--- src/rtl/seq_gen_pkg.sv ---
// Shared types and constants for the 10110 pattern generator: state encoding,
// default pattern, and the self-overlap (OVL) computation.
package seq_gen_pkg;

    typedef enum logic [1:0] {
        IDLE = 2'd0,
        SEND = 2'd1,
        FIN  = 2'd2
    } state_t;

    localparam int                     DEF_PAT_W   = 5;
    localparam logic [DEF_PAT_W-1:0]   DEF_PATTERN = 5'b10110;

    // Longest proper prefix of the pattern (top bits) that is also a suffix.
    function automatic int calc_ovl(input logic [15:0] pat, input int w);
        int   best;
        logic match;
        best = 0;
        for (int k = 1; k < w; k++) begin
            match = 1'b1;
            for (int i = 0; i < k; i++) begin
                if (pat[4'(w - k + i)] != pat[4'(i)]) match = 1'b0;
            end
            if (match) best = k;
        end
        return best;
    endfunction

endpackage

--- src/rtl/seq_gen_shifter.sv ---
// Loadable PAT_W-bit shift register with a down-counting bit index; supports a
// full pattern load and a suffix-only load for overlapped instances.
module seq_gen_shifter
    import seq_gen_pkg::*;
#(
    parameter int               PAT_W   = DEF_PAT_W,
    parameter logic [PAT_W-1:0] PATTERN = DEF_PATTERN,
    parameter int               OVL     = 0
) (
    input  logic clk,
    input  logic load_full,
    input  logic load_part,
    input  logic shift_en,
    output logic msb,
    output logic last_bit
);

    localparam int IDXW = (PAT_W > 1) ? $clog2(PAT_W) : 1;
    localparam logic [IDXW-1:0]  IDX_FULL = IDXW'(PAT_W - 1);
    localparam logic [IDXW-1:0]  IDX_PART = IDXW'(PAT_W - OVL - 1);
    // Suffix load is top-aligned so the MSB-first path stays the same.
    localparam logic [PAT_W-1:0] PAT_PART = PATTERN << OVL;

    logic [PAT_W-1:0] sr_q, sr_d;
    logic [IDXW-1:0]  idx_q, idx_d;

    always_comb begin
        sr_d  = sr_q;
        idx_d = idx_q;
        if (load_full) begin
            sr_d  = PATTERN;
            idx_d = IDX_FULL;
        end else if (load_part) begin
            sr_d  = PAT_PART;
            idx_d = IDX_PART;
        end else if (shift_en) begin
            sr_d  = {sr_q[PAT_W-2:0], 1'b0};
            idx_d = idx_q - IDXW'(1);
        end
    end

    always_ff @(posedge clk) begin
        sr_q  <= sr_d;
        idx_q <= idx_d;
    end

    assign msb      = sr_q[PAT_W-1];
    assign last_bit = (idx_q == '0);

endmodule

--- src/rtl/seq_10110_gen.sv ---
// Serial pattern transmitter: emits PATTERN MSB-first for a requested number of
// instances, back-to-back or overlapped. Optional exp_det output: SEQ_GEN_EXPECT_EN.
module seq_10110_gen
    import seq_gen_pkg::*;
#(
    parameter int               PAT_W   = DEF_PAT_W,
    parameter logic [PAT_W-1:0] PATTERN = DEF_PATTERN,
    parameter int               CNT_W   = 4
) (
    input  logic             clk,
    input  logic             rst,
    input  logic             start,
    input  logic [CNT_W-1:0] count,
    input  logic             overlap,
    output logic             in_seq,
    output logic             seq_valid,
    output logic             busy,
    output logic             done
`ifdef SEQ_GEN_EXPECT_EN
    ,
    output logic             exp_det
`endif
);

    localparam int OVL = calc_ovl(16'(PATTERN), PAT_W);

    state_t           state_q, state_d;
    logic [CNT_W-1:0] cnt_q, cnt_d;
    logic             ovl_mode_q, ovl_mode_d;
    logic             done_q, done_d;
    logic             load_full, load_part, shift_en;
    logic             msb, last_bit;

    seq_gen_shifter #(
        .PAT_W   (PAT_W),
        .PATTERN (PATTERN),
        .OVL     (OVL)
    ) u_shifter (
        .clk       (clk),
        .load_full (load_full),
        .load_part (load_part),
        .shift_en  (shift_en),
        .msb       (msb),
        .last_bit  (last_bit)
    );

    always_comb begin
        state_d    = state_q;
        cnt_d      = cnt_q;
        ovl_mode_d = ovl_mode_q;
        done_d     = 1'b0;
        load_full  = 1'b0;
        load_part  = 1'b0;
        shift_en   = 1'b0;
        case (state_q)
            IDLE: begin
                if (start) begin
                    cnt_d      = count;
                    ovl_mode_d = overlap;
                    load_full  = 1'b1;
                    state_d    = (count == '0) ? FIN : SEND;
                end
            end
            SEND: begin
                if (last_bit) begin
                    if (cnt_q > CNT_W'(1)) begin
                        cnt_d     = cnt_q - CNT_W'(1);
                        load_part = ovl_mode_q;
                        load_full = !ovl_mode_q;
                    end else begin
                        state_d = FIN;
                        done_d  = 1'b1;
                    end
                end else begin
                    shift_en = 1'b1;
                end
            end
            FIN: begin
                state_d = IDLE;
                // An empty burst signals completion one cycle after entering FIN.
                done_d  = (cnt_q == '0);
            end
            default: state_d = IDLE;
        endcase
    end

    always_ff @(posedge clk) begin
        if (rst) begin
            state_q <= IDLE;
            done_q  <= 1'b0;
        end else begin
            state_q <= state_d;
            done_q  <= done_d;
        end
    end

    always_ff @(posedge clk) begin
        cnt_q      <= cnt_d;
        ovl_mode_q <= ovl_mode_d;
    end

    assign seq_valid = (state_q == SEND);
    assign busy      = (state_q == SEND);
    assign in_seq    = (state_q == SEND) && msb;
    assign done      = done_q;

`ifdef SEQ_GEN_EXPECT_EN
    logic exp_q;

    always_ff @(posedge clk) begin
        if (rst) exp_q <= 1'b0;
        else     exp_q <= (state_q == SEND) && last_bit;
    end

    assign exp_det = exp_q;
`endif

endmodule

--- config.mk ---
export PLATFORM = sky130hd
export DESIGN_NAME = seq_10110_gen
export DESIGN_NICKNAME = d
export VERILOG_FILES = /design/src/rtl/seq_gen_pkg.sv /design/src/rtl/seq_gen_shifter.sv /design/src/rtl/seq_10110_gen.sv
export SDC_FILE = /design/constraint.sdc
export NUM_CORES = 1
export LEC_CHECK = 0
export BUFFER_PORTS_ARGS = -buffer_cell sky130_fd_sc_hd__buf_2
export CAP_MARGIN = 20
export CORE_MARGIN = 2
export CORE_UTILIZATION = 35
export CTS_CLUSTER_DIAMETER = 60
export DETAILED_ROUTE_END_ITERATION = 10
export SLEW_MARGIN = 20
export SYNTH_ARGS = -nofsm -noshare
export SYNTH_HDL_FRONTEND = slang
export SYNTH_SLANG_ARGS = --single-unit
--- constraint.sdc ---
create_clock -name clk -period 1.76 [get_ports clk]
set_input_delay 0.44 -clock clk [delete_from_list [all_inputs] [get_ports clk]]
set_output_delay 0.44 -clock clk [all_outputs]
set_load 0.02 [all_outputs]
==> results, run 1 <==
- The flow ran to the end, and the final reports show no timing, DRC or antenna violations.
- The cell at the root of the clock tree is sky130_fd_sc_hd__clkbuf_4.
- IR analysis of the VDD net gives a maximum drop of 806 uV.
- Synthesis produced a netlist with a net count of 104.
- The Yosys step of the flow raised 0 warnings.
- Across every metal layer, demand over resource in global routing totals 0.138.
- The number of buffers added to fix hold violations after cts is 0.
- In the post-synthesis netlist, the biggest area contributors are sky130_fd_sc_hd__dfxtp_1, sky130_fd_sc_hd__edfxtp_1, sky130_fd_sc_hd__ha_1.
- The final global-route overflow total is 0.
- The worst slack at placement is 0.0636 ns.
- The detailed router finished its first iteration with 4 violations.
- On the critical path, the stage with the largest delay is an instance of sky130_fd_sc_hd__dfxtp_1.
- The share of synthesized area in the top cell type comes to 0.227.
- Fill cells in the final layout number 251.
- The slack of the critical path is 0.0650 ns.
- The tightest slew margin relative to the limit is 0.705.
- Setup violations remaining at the end of the flow were counted as 0.
- Yosys mapped the design onto 34 distinct sky130hd cell types.
- The total of flip-flops plus latches after synthesis is 15.
- In this run, CTS created clock tree buffers numbering 3.
- The number of detailed-route iterations in the first pass is 4.
- The via total after detailed routing is 695.
- The critical path endpoint category is a primary output.
- The sum of buffers and inverters on the critical path is 2.
- The top cell types in the final layout, fill and taps aside, are sky130_fd_sc_hd__buf_2, sky130_fd_sc_hd__dfxtp_1, sky130_fd_sc_hd__inv_1, sky130_fd_sc_hd__buf_4, sky130_fd_sc_hd__ha_1.
- The most frequent standard cell in the layout excluding fill and tap cells is sky130_fd_sc_hd__buf_2.
- Relative to the synthesized area, the layout overhead comes to 20.2%.
- The number of DRC violations after detailed routing is 0.
- Of the total synthesized cell area, the portion taken by AND, OR, NAND and NOR gates is 0.193.
- The later pin in the worst-skew pair is clocked with a latency of 0.29 ns.
- The number of antenna violations at the first check in global routing came to 0.
- In this run the power density over the cells is 1780 nW/um2.
- The fraction of the yosys area taken by sequential cells is 0.398.
- The compound-gate portion of the synthesized area is 0.163.
- The multiplexer fraction of the synthesized cell area is 0.0483.
- The average vias per placed instance is 5.07.
- The CTS tree is built.
- Once detailed placement completed, the half-perimeter wirelength came to 1.29 mm.
- The final-report max-slew violation count is 0.
- The maximum number of pins on one net before global-route repair is 15.
- The number of levels the H-tree was split into is 1.
- The kind of cell with the highest combined delay along the critical path is flip-flops.
- For this configuration, the core starts out at a cell density of 0.362.
- Counting I/O delays and the setup requirement, the final critical path takes 1.69 ns.
- The via count of the first global-routing pass is 666.
- The placer congestion estimate is 0.713.
- For this design the static power due to leakage is 0.000454 uW.
- The top achievable clock speed is 590 MHz.
- For the worst setup path, the data required time is 1.32 ns.
- In this run the core area contains 18 standard-cell rows.
- Of the total synthesized cell area, the portion taken by full adders, half adders and majority gates is 0.114.
- By area, the combinational part of the netlist is dominated by simple AND/OR/NAND/NOR gates.
- STA puts the critical path data arrival time at 1.25 ns.
- Of the total synthesized cell area, the portion taken by XOR and XNOR cells is 0.0298.
- The power after layout is 1890 uW.
- The total area inside the core boundary comes to 2430 um2.
- The path class of the tightest hold or removal check is in -> reg.
- The worst setup path category is reg -> out.
- The post-synthesis instance area is 881 um2.
- The number of nets still failing antenna checks after routing is 0.
- The die covers 2930 um2.
- The die is 54.2 um tall.
- STA classifies the critical path startpoint as a flop.
- The clock sink total is 15.
- In the synthesized netlist the dominant register cell turns out to be sky130_fd_sc_hd__dfxtp_1.
- The final hold violation count came to 0.
- The clock arrives with 0.00360 ns of skew.
- The share of layout cells above drive strength 1 is 0.299.
- The count of input and output buffers is 11.
- The repair_antennas step left the layout with diodes totalling 0.
- Along the worst path, the maximum fanout reaches 10.
- The critical path goes through inv_1, ha_4, and2_1, buf_2.
- For this run, the slowest stage of the critical path takes 0.36 ns.
- The die is 54.2 um wide.
- The average wire per standard cell is 12.1 um.
- The first-pass GRT wire length is 2.84 mm.
- The largest total area in the synthesized netlist belongs to sky130_fd_sc_hd__dfxtp_1.
- The async set-or-reset flop fraction in the synthesized netlist is 0.
- After clock tree synthesis, the clock-pin slew on the worst setup and hold paths is 0.09 ns.
- The max-capacitance violation count is 0.
- The longest clock path from root to sink contains 2 buffers.
- The mean instance size in the synthesized netlist is 10.0 um2.
- In this run, synthesis inferred 5 flip-flops with an integrated enable.
- The share of the cycle needed by the critical path after routing is 0.963.
- For this design the top-level I/O count stands at 12.
- Wires add up to 1.66 mm.
- The cell count after synthesis came out at 88.
- At the pin with the least slew margin, the transition time is 0.438 ns.
- On the final layout, the worst hold slack is 0.329 ns.
- The number of nets at the end of the flow is 124.
==> per-layer routing <==
metal	wire length, um	vias up	GRT usage
met5	0	-	0
met4	23	0	0.0625
met3	57	3	0.0333
met2	833	14	0.233
met1	746	331	0.165
li1	-	347	-
==> cells by family (layout without fill, tap and decap cells) <==
logic type | Yosys count | in the layout
AND/OR/NAND/NOR | 29 | 29
XOR/XNOR | 3 | 3
adder cells (fa/ha/maj) | 8 | 8
multiplexers | 4 | 4
flip-flops | 15 | 15
buffers and inverters | 11 | 30
AO/OA/AOI/OAI | 18 | 18
==> final timing paths <==
| check | start | end | slack [ns] | depth (start not counted) |
|---|---|---|---|---|
| worst min register to register | u_shifter.sr_q[1]$_SDFFE_PP1P_ | u_shifter.sr_q[1]$_SDFFE_PP1P_ | 0.46 | 1 |
| worst max register to register | cnt_q[0]$_DFFE_PP_ | cnt_q[0]$_DFFE_PP_ | 0.10 | 6 |
| worst max-delay path | state_q[1]$_SDFFE_PP0P_ | in_seq | 0.07 | 4 |
| worst min-delay path | overlap | ovl_mode_q$_DFFE_PP_ | 0.33 | 1 |
==> per-stage QoR <==
stage	setup TNS (ns)	cell area [um2]	instances	utilization
6_report	0	1060	137	0.435
5_1_grt	-0.00205	1060	137	0.435
4_1_cts	0	1020	133	0.418
3_5_place_dp	0	981	129	0.403
3_3_place_gp	0	981	129	0.403
2_1_floorplan	0	883	88	-
==> cells in the mapped netlist (3+ instances only) <==
master	n
sky130_fd_sc_hd__a21oi_1	4
sky130_fd_sc_hd__a31oi_1	3
sky130_fd_sc_hd__dfxtp_1	10
sky130_fd_sc_hd__edfxtp_1	5
sky130_fd_sc_hd__ha_1	8
sky130_fd_sc_hd__inv_1	8
sky130_fd_sc_hd__nand2_1	5
sky130_fd_sc_hd__nand2b_1	3
sky130_fd_sc_hd__nand3_1	3
sky130_fd_sc_hd__nor2_1	5
sky130_fd_sc_hd__xnor2_1	3
==> state kept, by name, indices dropped and copies added (netlist names) <==
signal,count
cnt_q,4
done,1
ovl_mode_q,1
state_q,2
u_shifter.idx_q,3
u_shifter.sr_q,4
==> repair_timing <==
action                                  CTS  global route
endpoints found under the hold margin     0             0
buffers inserted                          0             4
pin swaps                                 0             0
gates resized for setup                   1             3
endpoints found under the setup margin    3             8
==> power breakdown <==
| part | internal [uW] | switching [uW] |
|---|---|---|
| clock network | 88.1 | 112 |
| logic | 484 | 544 |
| registers | 534 | 122 |
==> area by class of cell <==
class / count / area, um2 / area share
multi-input combinational: 62 / 507 / 0.479
sequential: 15 / 350 / 0.331
timing repair buffer: 18 / 108 / 0.102
tap: 30 / 37.5 / 0.0355
inverter: 8 / 30.0 / 0.0284
clock buffer: 4 / 26.3 / 0.0248
Power figures use the tool's default switching activity.
==> inputs of run 2 (changes only) <==
ABC_AREA = 1   (was default)
==> run 2 against run 1 <==
Net effect: critical endpoint unchanged; sequential power shrank 5.2%; clock power is essentially flat; flip-flop and latch count did not move.
==> results, run 2 <==
- The fraction of the yosys area taken by sequential cells is 0.381 (was 0.398).
- The floorplan die area is 3050 um2 (was 2930 um2).
- The most area-hungry cell type in the Yosys netlist is sky130_fd_sc_hd__dfxtp_1 (unchanged).
- The average vias per placed instance is 4.68 (was 5.07).
- Chain of cells forming the critical path: inv_1, ha_4, buf_6, nand2_1, inv_1, buf_4 (was inv_1, ha_4, and2_1, buf_2).
- The critical path endpoint category is a primary output (unchanged).
- The most used flip-flop cell after synthesis is sky130_fd_sc_hd__dfxtp_1 (unchanged).
- The final hold violation count is 0 (unchanged).
- The post-synthesis instance area came to 920 um2 (was 881 um2).
- The number of antenna diodes is 0 (unchanged).
- The delay of the slowest cell on the worst path is 0.35 ns (was 0.36 ns).
- The overall fraction of global-route tracks in use is 0.125 (was 0.138).
- The worst setup path category is reg -> out (unchanged).
- The classification of the worst-slack hold path is in -> reg (unchanged).
- The post-CTS clock slew at the launch and capture registers of the worst setup and hold paths is 0.09 ns (about the same).
- The synthesized instance count is 113 (was 88).
- The maximum number of pins on one net before global-route repair is 11 (was 15).
- The first-pass GRT wire length came to 3.05 mm (was 2.84 mm).
- The number of design-rule violations left by the first detailed-router iteration was 13 (was 4).
- The number of levels the H-tree was split into is 1 (unchanged).
- The post-detailed-routing wire length is 1.73 mm (was 1.66 mm).
- The sum of buffers and inverters on the critical path came to 4 (was 2).
- The number of flops mapped to enable cells by yosys came to 5 (unchanged).
- The area of the placeable core came to 2480 um2 (was 2430 um2).
- Highest-count cells in the layout ignoring fill and taps: sky130_fd_sc_hd__nand2_1, sky130_fd_sc_hd__inv_1, sky130_fd_sc_hd__buf_2, sky130_fd_sc_hd__nor2_1, sky130_fd_sc_hd__dfxtp_1 (was sky130_fd_sc_hd__buf_2, sky130_fd_sc_hd__dfxtp_1, sky130_fd_sc_hd__inv_1, sky130_fd_sc_hd__buf_4, sky130_fd_sc_hd__ha_1).
- The fraction of the mapped netlist area in simple logic gates came to 0.310 (was 0.193).
- The count of input and output buffers was 11 (unchanged).
- The adder-cell share of the synthesized area came to 0.109 (was 0.114).
- The number of nets still failing antenna checks after routing was 0 (unchanged).
- Run status: completed (unchanged).
- The core utilization of the finished layout is 0.443 (was 0.435).
- The number of rows created at floorplan was 18 (unchanged).
- The transition time at the pin with the least slew margin came to 0.234 ns (was 0.438 ns).
- The number of DRC violations after detailed routing is 0 (unchanged).
- The number of detailed-route iterations in the first pass is 4 (unchanged).
- The mean instance size in the synthesized netlist was 8.14 um2 (was 10.0 um2).
- The count of endpoints failing setup in the final report is 0 (unchanged).
- Registers with the highest flip-flop counts: cnt_q x4, u_shifter.sr_q x4, u_shifter.idx_q x3 (unchanged).
- The combinational family with the most area after synthesis is simple AND/OR/NAND/NOR gates (unchanged).
- The dominant delay contributor by cell family on the critical path is buffers and inverters (was flip-flops).
- The height of the die is 55.3 um (was 54.2 um).
- The number of nets in the synthesized netlist was 129 (was 104).
- The top achievable clock speed came to 593 MHz (was 590 MHz).
- The startpoint kind of the worst setup timing path is a flop (unchanged).
- The final global-route overflow total is 0 (unchanged).
- The filler cell count in the final layout is 253 (was 251).
- The CTS tree is built (unchanged).
- The number of clock buffers inserted by TritonCTS is 3 (unchanged).
- The max-capacitance violation count is 0 (unchanged).
- The final worst clock skew is 0.00178 ns (was 0.00360 ns).
- The xor/xnor share of the synthesized area was 0.0381 (was 0.0298).
- The power density over the cells is 1720 nW/um2 (was 1780 nW/um2).
- The worst endpoint data arrival time is 1.25 ns (about the same).
- The number of nets at the end of the flow is 150 (was 124).
- The register area is 352 um2 (was 350 um2).
- The average wire per standard cell is 10.6 um (was 12.1 um).
- The power after layout is 1890 uW (about the same).
- The total of flip-flops plus latches after synthesis is 15 (unchanged).
- The share of layout cells above drive strength 1 is 0.301 (was 0.299).
- The data required time of the worst path came to 1.32 ns (about the same).
- The multiplexer fraction of the synthesized cell area is 0 (was 0.0483).
- The share of the cycle needed by the critical path after routing was 0.958 (was 0.963).
- The worst supply voltage drop on vdd is 820 uV (was 806 uV).
- The die width came to 55.3 um (was 54.2 um).
- The most frequent standard cell in the layout excluding fill and tap cells is sky130_fd_sc_hd__nand2_1 (was sky130_fd_sc_hd__buf_2).
- The count of different cell masters after synthesis is 27 (was 34).
- The async set-or-reset flop fraction in the synthesized netlist is 0 (unchanged).
- The final sum of negative setup slack is 0 ns (unchanged).
- The number of warnings issued by yosys is 0 (unchanged).
- The worst-path cell with the longest stage delay is sky130_fd_sc_hd__dfxtp_2 (was sky130_fd_sc_hd__dfxtp_1).
- The final-report max-slew violation count came to 0 (unchanged).
- The cell at the root of the clock tree is sky130_fd_sc_hd__clkbuf_4 (unchanged).
- The maximum clock insertion buffer count came to 2 (unchanged).
- Top post-synthesis cells by count: sky130_fd_sc_hd__nand2_1, sky130_fd_sc_hd__inv_1, sky130_fd_sc_hd__dfxtp_1 (was sky130_fd_sc_hd__dfxtp_1, sky130_fd_sc_hd__ha_1, sky130_fd_sc_hd__inv_1).
- The area growth from synthesis to final layout is 19.5% (was 20.2%).
- The clock network latency to the later pin of the worst-skew pair came to 0.29 ns (about the same).
- Top cells by area in the synthesized netlist: sky130_fd_sc_hd__dfxtp_1, sky130_fd_sc_hd__edfxtp_1, sky130_fd_sc_hd__ha_1 (unchanged).
- The via count of the first global-routing pass is 760 (was 666).
- The clock period minus final worst setup slack is 1.69 ns (about the same).
- The detailed placer's ending HPWL is 1.33 mm (was 1.29 mm).
- The area of combinational cells with multiple inputs came to 494 um2 (was 507 um2).
- The most numerous cell type found on the critical path is sky130_fd_sc_hd__inv_1.
- The via total after detailed routing came to 763 (was 695).
- The I/O pin total is 12 (unchanged).
- The most common cell in the netlist is sky130_fd_sc_hd__nand2_1 (was sky130_fd_sc_hd__dfxtp_1).
- The number of antenna violations at the first check in global routing is 0 (unchanged).
- The maximum fanout count along the critical path is 6 (was 10).
- The fraction of synthesized cell area taken by the top area cell type is 0.218 (was 0.227).
- The placer congestion estimate is 0.701 (was 0.713).
- The tightest slew margin relative to the limit came to 0.844 (was 0.705).
- The starting density of the core is 0.371 (was 0.362).
- The clock sink total is 15 (unchanged).
- The compound-gate portion of the synthesized area was 0.0626 (was 0.163).
- The leakage power figure is 0.000534 uW (was 0.000454 uW).
==> run 2: cell types whose count changed after synthesis, sizes merged, moves of 3 or more <==
cell and change:
inv +10, o21ai +3, nand3 +5, nand2 +22, a31oi -3, nand2b -4, nand4 +3, nor2 +7
==> run 2: layout make-up <==
type | instances | area share
multi-input combinational | 77 | 0.450
sequential | 15 | 0.320
timing repair buffer | 19 | 0.110
inverter | 18 | 0.0615
tap | 30 | 0.0342
clock buffer | 4 | 0.0239
==> run 2: worst paths after layout <==
path	start	endpoint	slack, ns	cells past startpoint
worst max register to register	state_q[0]$_SDFFE_PP0P_	cnt_q[2]$_DFFE_PP_	0.13	7
worst min-delay path	rst	state_q[1]$_SDFFE_PP0P_	0.30	2
worst max-delay path	state_q[1]$_SDFFE_PP0P_	in_seq	0.07	6
worst min register to register	u_shifter.sr_q[1]$_SDFFE_PP1P_	u_shifter.sr_q[1]$_SDFFE_PP1P_	0.45	2
==> run 2: logic make-up (layout without fill, tap and decap cells) <==
kind of cell,after synthesis,in the layout
AND/OR/NAND/NOR,55,55
XOR/XNOR,4,4
flip-flops,15,15
buffers and inverters,21,41
AO/OA/AOI/OAI,10,10
adder cells (fa/ha/maj),8,8
==> run 2: layer usage <==
layer | GRT usage | up-vias | part of all wire
met2 | 0.221 | 14 | 0.46
met3 | 0.0211 | 5 | 0.031
met1 | 0.139 | 347 | 0.48
li1 | - | 397 | -
met5 | 0 | - | 0
met4 | 0.0732 | 0 | 0.027
==> run 2: timing repair <==
item,4_1_cts,5_1_grt
hold buffers,0,0
gates resized for setup,3,3
endpoints found under the setup margin,1,5
buffers inserted,2,2
gates cloned,0,0
==> run 2: through the flow <==
| step | worst slack, ns | hold slack (ns) | instance area, um2 | instances |
|---|---|---|---|---|
| 2_1_floorplan | 0.0120 | 0.420 | 920 | 113 |
| 3_3_place_gp | 0.105 | 0.434 | 1020 | 155 |
| 3_5_place_dp | 0.0485 | 0.445 | 1020 | 155 |
| 4_1_cts | 0.0335 | 0.298 | 1070 | 161 |
| 5_1_grt | -0.00928 | 0.309 | 1100 | 163 |
| 6_report | 0.0731 | 0.301 | 1100 | 163 |
==> run 2: report_power, final <==
group          switching (uW)  internal, uW  leakage (uW)
Combinational             617           444      0.000387
Sequential               92.6           529      0.000132
Clock                     116          88.3     0.0000150
==> inputs of run 3 (changes only) <==
CORE_UTILIZATION = 55   (was 35)
PLACE_DENSITY = 0.76   (was default)
==> run 3 against run 2 <==
Net effect: clock power increased by 3%; critical path type unchanged; total power rose by 0.18%; non-clock buffer count shrank 3; critical path depth unchanged; final area fell by 3.4%; sequential share of layout area is 1.1 points higher; utilization up 24 points; flip-flop and latch count unchanged.
==> results, run 3 (synthesized netlist as in run 2, its figures left out) <==
- The via total after detailed routing came to 773 (was 763).
- The worst endpoint data arrival time is 1.25 ns (about the same).
- The cell area after placement is 993 um2 (was 1020 um2).
- The critical path depth in cells is 6 (unchanged).
- The number of rows created at floorplan is 14 (was 18).
- The data required time of the worst path is 1.32 ns (about the same).
- The worst hold path stage count is 2 (unchanged).
- The number of detailed-route iterations in the first pass came to 4 (unchanged).
- The depth of the most critical reg-to-reg path is 7 (unchanged).
- The slack of the critical path is 0.0698 ns (was 0.0731 ns).
- The power after layout is 1890 uW (about the same).
- The maximum fanout count along the critical path was 7 (was 6).
- The post-detailed-routing wire length is 1.88 mm (was 1.73 mm).
- The height of the die is 44.9 um (was 55.3 um).
- The average wire per standard cell came to 12.8 um (was 10.6 um).
- The number of buffers added to fix hold violations after cts was 0 (unchanged).
- Registers with the highest flip-flop counts: cnt_q x4, u_shifter.sr_q x4, u_shifter.idx_q x3 (unchanged).
- The core utilization of the finished layout is 0.688 (was 0.443).
- The tightest slew margin relative to the limit is 0.812 (was 0.844).
- The power density over the cells is 1780 nW/um2 (was 1720 nW/um2).
- The sum of buffers and inverters on the critical path is 4 (unchanged).
- The transition time at the pin with the least slew margin is 0.279 ns (was 0.234 ns).
- The classification of the worst-slack hold path was in -> reg (unchanged).
- The final global-route overflow total is 0 (unchanged).
- The cell at the root of the clock tree is sky130_fd_sc_hd__clkbuf_4 (unchanged).
- The number of DRC violations after detailed routing was 0 (unchanged).
- The number of levels the H-tree was split into is 1 (unchanged).
- The average vias per placed instance is 5.29 (was 4.68).
- The area of all placed cells without fillers is 1060 um2 (was 1100 um2).
- The floorplan die area came to 2020 um2 (was 3050 um2).
- The via count of the first global-routing pass is 763 (was 760).
- Run status: completed (unchanged).
- The filler cell count in the final layout is 132 (was 253).
- The die width was 44.9 um (was 55.3 um).
- The clock sink total was 15 (unchanged).
- The number of antenna diodes is 0 (unchanged).
- The cell count after placement is 140 (was 155).
- The worst setup path category is reg -> out (unchanged).
- The clock period minus final worst setup slack is 1.69 ns (about the same).
- The maximum clock insertion buffer count was 2 (unchanged).
- The share of the cycle needed by the critical path after routing came to 0.960 (was 0.958).
- The most frequent standard cell in the layout excluding fill and tap cells is sky130_fd_sc_hd__nand2_1 (unchanged).
- The delay of the slowest cell on the worst path is 0.36 ns (was 0.35 ns).
- The number of clock buffers inserted by TritonCTS is 3 (unchanged).
- The final cell count without fillers was 146 (was 163).
- The max-capacitance violation count is 0 (unchanged).
- The count of endpoints failing setup in the final report was 0 (unchanged).
- The CTS tree is built (unchanged).
- The dominant delay contributor by cell family on the critical path is buffers and inverters (unchanged).
- Setup repair after global routing left no endpoint under its margin.
- The clock network latency to the later pin of the worst-skew pair is 0.30 ns (was 0.29 ns).
- The leakage power figure is 0.000519 uW (was 0.000534 uW).
- Chain of cells forming the critical path: inv_2, ha_4, buf_6, nand2_1, inv_1, buf_2 (was inv_1, ha_4, buf_6, nand2_1, inv_1, buf_4).
- The first-pass GRT wire length was 3.19 mm (was 3.05 mm).
- The area growth from synthesis to final layout came to 15.4% (was 19.5%).
- The top achievable clock speed came to 592 MHz (was 593 MHz).
- The final hold violation count came to 0 (unchanged).
- The worst supply voltage drop on vdd is 905 uV (was 820 uV).
- The worst slack at placement is -0.0110 ns (was 0.0485 ns).
- The starting density of the core is 0.597 (was 0.371).
- The count of input and output buffers is 11 (unchanged).
- The share of layout cells above drive strength 1 is 0.292 (was 0.301).
- The worst-path cell with the longest stage delay is sky130_fd_sc_hd__dfxtp_2 (unchanged).
- The number of nets at the end of the flow was 147 (was 150).
- Highest-count cells in the layout ignoring fill and taps: sky130_fd_sc_hd__nand2_1, sky130_fd_sc_hd__inv_1, sky130_fd_sc_hd__buf_2, sky130_fd_sc_hd__nor2_1, sky130_fd_sc_hd__dfxtp_1 (unchanged).
- The number of nets still failing antenna checks after routing is 0 (unchanged).
- The area of the placeable core is 1540 um2 (was 2480 um2).
- The post-CTS clock slew at the launch and capture registers of the worst setup and hold paths is 0.09 ns (about the same).
- The startpoint kind of the worst setup timing path is a flop (unchanged).
- The maximum number of pins on one net before global-route repair is 10 (was 11).
- The detailed placer's ending HPWL is 1.43 mm (was 1.33 mm).
- The number of design-rule violations left by the first detailed-router iteration is 21 (was 13).
- The placer congestion estimate came to 0.768 (was 0.701).
- The critical path endpoint category is a primary output (unchanged).
- The final-report max-slew violation count came to 0 (unchanged).
- The number of antenna violations at the first check in global routing is 0 (unchanged).
- The I/O pin total is 12 (unchanged).
- The overall fraction of global-route tracks in use is 0.225 (was 0.125).
- The final worst clock skew was 0.00332 ns (was 0.00178 ns).
==> run 3: changes by cell type in the layout (fill, tap and decap cells not counted) <==
cell,previous run,this run
sky130_fd_sc_hd__buf_2,10,11
sky130_fd_sc_hd__buf_4,8,4
sky130_fd_sc_hd__inv_1,15,14
sky130_fd_sc_hd__inv_2,3,4
sky130_fd_sc_hd__nor2_2,2,1
sky130_fd_sc_hd__nor2_4,2,3
==> run 3: what timing repair did <==
item                                    in CTS  in global routing
endpoints found under the setup margin       5                  5
gates resized for setup                      5                  2
cloned                                       0                  0
buffers inserted                             2                  0
==> run 3: layout make-up <==
cell class,count,area [um2],area share
clock buffer,4,26.3,0.0248
inverter,18,67.6,0.0637
multi-input combinational,77,499,0.471
sequential,15,352,0.331
tap,16,20.0,0.0189
timing repair buffer,16,96.3,0.0908
==> run 3: through the flow <==
stage,hold slack (ns),TNS (ns)
global placement,0.433,0
floorplan,0.420,0
finish,0.286,0
global route,0.294,0
CTS,0.291,0
detailed placement,0.437,-0.0441
==> run 3: path summary, 6_finish.rpt <==
path / start / to / slack [ns]
max: state_q[1]$_SDFFE_PP0P_ / in_seq / 0.07
min: rst / state_q[1]$_SDFFE_PP0P_ / 0.29
max reg2reg: state_q[0]$_SDFFE_PP0P_ / cnt_q[1]$_DFFE_PP_ / 0.11
min reg2reg: u_shifter.sr_q[1]$_SDFFE_PP1P_ / u_shifter.sr_q[1]$_SDFFE_PP1P_ / 0.45
==> run 3: power by group <==
group          internal (uW)  switching, uW
Clock                   88.6            122
Sequential               530            104
Combinational            411            635
Total                   1030            862
==> run 3: routing by layer <==
layer,share of wire,track usage,wire length (um)
met2,0.49,0.386,919
met1,0.46,0.268,863
met3,0.027,0.0240,50
met4,0.022,0.141,42
met5,0,0,0
